[config.mk]
export PLATFORM = sky130hd
export DESIGN_NAME = gpr_writeback_unit
export DESIGN_NICKNAME = d
export VERILOG_FILES = /design/src/rtl/mips_pkg.sv /design/src/rtl/wb_late_fifo.sv /design/src/rtl/gpr_writeback_unit.sv
export SDC_FILE = /design/constraint.sdc
export NUM_CORES = 1
export LEC_CHECK = 0
export CAP_MARGIN = 25
export CORE_MARGIN = 1
export CORE_UTILIZATION = 50
export DETAILED_ROUTE_END_ITERATION = 8
export PLACE_DENSITY_LB_ADDON = 0.1
export REMOVE_ABC_BUFFERS = 1
export SLEW_MARGIN = 20
export SYNTH_ARGS = -nofsm -noshare
export SYNTH_HDL_FRONTEND = slang
export SYNTH_SLANG_ARGS = --single-unit
export TNS_END_PERCENT = 20
[constraint.sdc]
create_clock -name clk -period 5.4 [get_ports clk]
set_input_delay 1.08 -clock clk [delete_from_list [all_inputs] [get_ports clk]]
set_output_delay 1.08 -clock clk [all_outputs]
set_load 0.1 [all_outputs]
[src/rtl/mips_pkg.sv]
// Shared MIPS write-back definitions: load types, result selects and the late-write queue entry.
package mips_pkg;

    localparam int GPR_ADDR_W = 5;
    localparam int GPR_DATA_W = 32;

    localparam logic [2:0] LT_LB  = 3'b000;
    localparam logic [2:0] LT_LH  = 3'b001;
    localparam logic [2:0] LT_LW  = 3'b010;
    localparam logic [2:0] LT_LBU = 3'b100;
    localparam logic [2:0] LT_LHU = 3'b101;

    localparam logic [1:0] WB_SEL_ALU  = 2'b00;
    localparam logic [1:0] WB_SEL_LOAD = 2'b01;
    localparam logic [1:0] WB_SEL_LINK = 2'b10;

    typedef struct packed {
        logic [GPR_ADDR_W-1:0] rd;
        logic [GPR_DATA_W-1:0] data;
    } wb_entry_t;

endpackage

[src/rtl/wb_late_fifo.sv]
// Circular buffer holding multi-cycle completions until the GPR write port is free.
module wb_late_fifo
    import mips_pkg::*;
#(
    parameter int LQ_DEPTH = 2,
    parameter int CNT_W    = $clog2(LQ_DEPTH + 1)
) (
    input  logic             clk,
    input  logic             rst_n,
    input  logic             push_i,
    input  wb_entry_t        entry_i,
    input  logic             pop_i,
    output wb_entry_t        head_o,
    output logic [CNT_W-1:0] count_o
);

    localparam int PTR_W = (LQ_DEPTH > 1) ? $clog2(LQ_DEPTH) : 1;

    wb_entry_t        mem_q [LQ_DEPTH];
    logic [PTR_W-1:0] wr_ptr_q, wr_ptr_d;
    logic [PTR_W-1:0] rd_ptr_q, rd_ptr_d;
    logic [CNT_W-1:0] count_q, count_d;

    function automatic logic [PTR_W-1:0] ptr_next(input logic [PTR_W-1:0] p);
        return (p == PTR_W'(LQ_DEPTH - 1)) ? '0 : p + 1'b1;
    endfunction

    always_comb begin
        wr_ptr_d = push_i ? ptr_next(wr_ptr_q) : wr_ptr_q;
        rd_ptr_d = pop_i  ? ptr_next(rd_ptr_q) : rd_ptr_q;
        count_d  = count_q + CNT_W'(push_i) - CNT_W'(pop_i);
    end

    always_ff @(posedge clk or negedge rst_n) begin
        if (!rst_n) begin
            wr_ptr_q <= '0;
            rd_ptr_q <= '0;
            count_q  <= '0;
        end else begin
            wr_ptr_q <= wr_ptr_d;
            rd_ptr_q <= rd_ptr_d;
            count_q  <= count_d;
        end
    end

    // Payload storage carries no reset; occupancy is tracked by count_q alone.
    always_ff @(posedge clk) begin
        if (push_i) begin
            mem_q[wr_ptr_q] <= entry_i;
        end
    end

    assign head_o  = mem_q[rd_ptr_q];
    assign count_o = count_q;

endmodule

[src/rtl/gpr_writeback_unit.sv]
// GPR write-port master: arbitrates MEM/WB results against queued late completions,
// aligns load data, tracks outstanding late writes and drives the same-cycle forward path.
module gpr_writeback_unit
    import mips_pkg::*;
#(
    parameter int DATA_W   = 32,
    parameter int ADDR_W   = 5,
    parameter int LQ_DEPTH = 2
) (
    input  logic              clk,
    input  logic              rst_n,
    input  logic              mem_valid,
    output logic              mem_ready,
    input  logic              mem_wen,
    input  logic [ADDR_W-1:0] mem_rd,
    input  logic [1:0]        mem_sel,
    input  logic [DATA_W-1:0] mem_alu,
    input  logic [DATA_W-1:0] mem_ldata,
    input  logic [2:0]        mem_ltype,
    input  logic [1:0]        mem_boff,
    input  logic [DATA_W-1:0] mem_link,
    input  logic              late_issue,
    input  logic [ADDR_W-1:0] late_issue_rd,
    input  logic              late_valid,
    output logic              late_ready,
    input  logic [ADDR_W-1:0] late_rd,
    input  logic [DATA_W-1:0] late_data,
    output logic              wGPR,
    output logic [ADDR_W-1:0] rd,
    output logic [DATA_W-1:0] wd,
    input  logic [ADDR_W-1:0] rs_q,
    input  logic [ADDR_W-1:0] rt_q,
    output logic              fwd_rs_hit,
    output logic              fwd_rt_hit,
    output logic [DATA_W-1:0] fwd_data,
    output logic [31:0]       pend_mask,
    output logic              sb_err
);

    localparam int CNT_W = $clog2(LQ_DEPTH + 1);

    logic [CNT_W-1:0]  lq_count;
    wb_entry_t         lq_head, lq_in;
    logic              lq_full, lq_push, lq_pop, mem_fire;
    logic [DATA_W-1:0] mem_result;

    logic              wgpr_q, wgpr_d;
    logic [ADDR_W-1:0] rd_q, rd_d;
    logic [DATA_W-1:0] wd_q, wd_d;
    logic [31:0]       pend_q, pend_d;
    logic              err_q, err_d;

    function automatic logic [DATA_W-1:0] align_load(input logic [DATA_W-1:0] w,
                                                     input logic [2:0]        lt,
                                                     input logic [1:0]        boff);
        logic signed [7:0]        b;
        logic signed [15:0]       h;
        logic signed [DATA_W-1:0] r;
        b = w[8*boff +: 8];
        h = w[16*boff[1] +: 16];
        case (lt)
            LT_LB:   r = b;
            LT_LBU:  r = {{(DATA_W-8){1'b0}}, b};
            LT_LH:   r = h;
            LT_LHU:  r = {{(DATA_W-16){1'b0}}, h};
            LT_LW:   r = w;
            default: r = w;
        endcase
        return r;
    endfunction

    // Readiness looks only at the registered count, so a full queue forces one drain cycle.
    assign lq_full    = (lq_count == CNT_W'(LQ_DEPTH));
    assign mem_ready  = !lq_full;
    assign late_ready = !lq_full;
    assign mem_fire   = mem_valid && mem_ready;
    assign lq_push    = late_valid && late_ready;
    assign lq_pop     = !mem_fire && (lq_count != '0);

    always_comb begin
        lq_in      = '0;
        lq_in.rd   = late_rd;
        lq_in.data = late_data;
    end

    wb_late_fifo #(
        .LQ_DEPTH (LQ_DEPTH),
        .CNT_W    (CNT_W)
    ) u_late_fifo (
        .clk     (clk),
        .rst_n   (rst_n),
        .push_i  (lq_push),
        .entry_i (lq_in),
        .pop_i   (lq_pop),
        .head_o  (lq_head),
        .count_o (lq_count)
    );

    always_comb begin
        case (mem_sel)
            WB_SEL_ALU:  mem_result = mem_alu;
            WB_SEL_LOAD: mem_result = align_load(mem_ldata, mem_ltype, mem_boff);
            WB_SEL_LINK: mem_result = mem_link;
            default:     mem_result = mem_alu;
        endcase
    end

    always_comb begin
        wgpr_d = 1'b0;
        rd_d   = rd_q;
        wd_d   = wd_q;
        if (mem_fire) begin
            wgpr_d = mem_wen && (mem_rd != '0);
            rd_d   = mem_rd;
            wd_d   = mem_result;
        end else if (lq_pop) begin
            wgpr_d = (lq_head.rd != '0);
            rd_d   = lq_head.rd;
            wd_d   = lq_head.data;
        end
    end

    // Clear on commit first so a same-cycle reservation of that register wins.
    always_comb begin
        pend_d = pend_q;
        if (lq_pop && (lq_head.rd != '0)) begin
            pend_d[lq_head.rd] = 1'b0;
        end
        if (late_issue && (late_issue_rd != '0)) begin
            pend_d[late_issue_rd] = 1'b1;
        end
        err_d = err_q
              | (late_issue && (late_issue_rd != '0) && pend_q[late_issue_rd])
              | (lq_push && (late_rd != '0) && !pend_q[late_rd])
              | (mem_fire && mem_wen && (mem_rd != '0) && pend_q[mem_rd]);
    end

    always_ff @(posedge clk or negedge rst_n) begin
        if (!rst_n) begin
            wgpr_q <= 1'b0;
            rd_q   <= '0;
            wd_q   <= '0;
            pend_q <= '0;
            err_q  <= 1'b0;
        end else begin
            wgpr_q <= wgpr_d;
            rd_q   <= rd_d;
            wd_q   <= wd_d;
            pend_q <= pend_d;
            err_q  <= err_d;
        end
    end

    assign wGPR       = wgpr_q;
    assign rd         = rd_q;
    assign wd         = wd_q;
    assign fwd_data   = wd_q;
    assign fwd_rs_hit = wgpr_q && (rd_q == rs_q) && (rd_q != '0);
    assign fwd_rt_hit = wgpr_q && (rd_q == rt_q) && (rd_q != '0);
    assign pend_mask  = pend_q;
    assign sb_err     = err_q;

endmodule

==> metrics.txt <==
Synth top area share=0.274; status=completed; gpl congestion=0.908; register area share after synthesis=0.505; WS Path Type=flop to output port; Final Hold Fails=0; Placed Area=10700 um^2; Fmax=0.265 GHz; required time of the critical path=4.32 ns; setup violators final=0; CTS sink cnt=149; initial DRC count=740; H-tree Lvls=4; root buffer cell=clkbuf_16; global-route wire length before repair=40500 um; Setup crit start kind=flop; top cell type by total area after synthesis=edfxtp_1; minimum clock period=3.78 ns; Slew Limit Headroom=0.314; CP Max Fanout=14; Avg Cell Area, Syn=11.1 um^2; initial antenna violation count=0; cts hold-fix bufs=0; Vias=7438; RSZ-0062 raised after global routing=no; Die Area=16700 um^2; DRC errors left=0; First-pass DRT Iterations=9; Die Span X=129 um; Worst Skew=0.00879 ns; Worst Setup End Kind=output port; vias in the first global route=7358; MaxCap Viol Count=0; layout cell share with drive strength beyond 1=0.0816; synthesized area=8110 um^2; top_reg_cell synth=dfrtp_1; post-route clock period utilization=0.699; input/output buffers=272; Synth-to-Final Area Change=39.1%; Post-synth ARST share=0.503; Final Cell Area=11300 um^2; Area contributors post-synth=edfxtp_1 27%, dfrtp_1 23%, o21ai_0 5.4%; layout filler cell count=1188; worst-margin pin slew=1.03 ns; arrival time at the worst endpoint=2.70 ns; via-per-instance ratio=6.35; clk slew on worst S/H paths=0.06 ns; Clock Latency Late Sink=0.42 ns; routed wire length=27100 um; Nets=1112; CTS Buffer Depth=2; All-Layer GR Usage=0.328; Core Region=15900 um^2; # resized after CTS=0; num rows=46; GRT Residual Overflow=0; pin count of the biggest net entering global routing=76; die height=129 um; CTS tree=yes; Syn Inst Count=730; Top Ports=273; post-detail-place hpwl=19000 um; setup bufs post-CTS=0; Post-DRT Antenna Nets=0; Initial Utilization=0.510; EDFF count, synth=74; Hold WC Path Type=flop to flop; fin. max-slew vios=0; WL/cell=23.1 um; distinct cell type count of the synthesized netlist=54; Ys Warns=0; Setup TNS=0 ns; Num CTS Buffers=17; synthesis-stage register bit count=149; ANT cells=0
per-stage QoR:
step	setup slack (ns)	hold WS (ns)	util	cells
finish	1.62	0.509	0.710	1172
global route	1.49	0.540	0.710	1172
CTS	1.63	0.520	0.708	1171
detailed placement	1.51	0.507	0.672	1139
global placement	1.69	0.510	0.671	1139
floorplan	0.0731	0.461	-	645
layout make-up:
cell class,count,area [um^2],share of cell area
flip-flops and latches,149,4100,0.364
clock buffers,18,429,0.0381
inverters,6,22.5,0.00200
repair buffers,279,2790,0.247
well taps,216,270,0.0240
clock inverters,14,154,0.0136
multi-input cells,490,3510,0.312
worst paths after layout:
kind                                        end                    from  slack [ns]  cells past startpoint
min in group asynchronous         pend_mask[26]                   rst_n        0.60                      1
min                                pend_mask[0]            pend_mask[0]        0.51                      0
min reg2reg                        pend_mask[0]            pend_mask[0]        0.51                      0
max                                  late_ready  u_late_fifo.count_o[0]        1.62                      2
max reg2reg                        fwd_data[26]  u_late_fifo.count_o[0]        2.85                      5
max in group asynchronous  u_late_fifo.rd_ptr_q                   rst_n        4.18                      2
routing by layer:
metal  vias to the layer above  wire [um]  track usage
met1                      3659      10700        0.433
met5                         -          0            0
met4                         0        725        0.136
met2                       493      13000        0.523
met3                        71       2660       0.0760
li1                       3215          -            -
critical path, cell delays in order (launching register included):
cell and delay (ns):
dfrtp_1 0.55, nand2b_1 0.49, clkdlybuf4s50_1 1.23
cells by family after synthesis:
family | synth area share
xor+xnor | 0.0140
buf+inv | 0.0628
mux | 0.126
compound gates | 0.182
flops | 0.505
simple gates | 0.104
fa+ha+maj | 0.00463
cells in the final DEF, fill, tap and decap left out, types with 17 or more instances in the layout:
cell type / synthesis / routed
dfrtp_1: 75 / 74
edfxtp_1: 74 / 74
clkdlybuf4s50_1: 0 / 269
a31oi_1: 25 / 25
nand3_1: 17 / 17
mux2i_1: 43 / 43
nand2_1: 76 / 76
nor2_1: 19 / 17
o21ai_0: 87 / 87
o221ai_1: 42 / 42
nor2b_1: 17 / 17
clkbuf_16: 0 / 17
synth_stat cells (3+ instances only):
cell	number
buf_2	17
a31oi_1	25
xnor2_1	8
nand4_1	4
a21boi_0	4
nor4_1	4
a2111oi_0	5
a22oi_1	3
nand2b_1	13
dfrtp_1	75
a21o_1	4
o221ai_1	42
mux4_1	5
o22ai_1	8
nand3b_1	4
a32oi_1	6
mux2i_1	43
buf_4	35
mux4_2	14
a21oi_1	13
nor2_1	19
nor2b_1	17
clkbuf_1	30
ha_1	3
o31ai_1	4
xor2_1	5
a211oi_1	10
nand3_1	17
inv_1	6
edfxtp_1	74
nand2_1	76
o21ai_1	9
or4_1	4
nor3_1	3
o21ai_0	87
mux2_2	13
sequential cells by signal, indices dropped and copies added, names as in the netlist:
signal and flops:
u_late_fifo.wr_ptr_q 1, u_late_fifo.mem_q 74, fwd_data 32, wGPR 1
rd 5, sb_err 1, pend_mask 32, u_late_fifo.count_o 2
u_late_fifo.rd_ptr_q 1
Power is left out: the tool's default activity adds up to more than one toggle a clock period on the data nets, which glitch-free logic cannot reach.
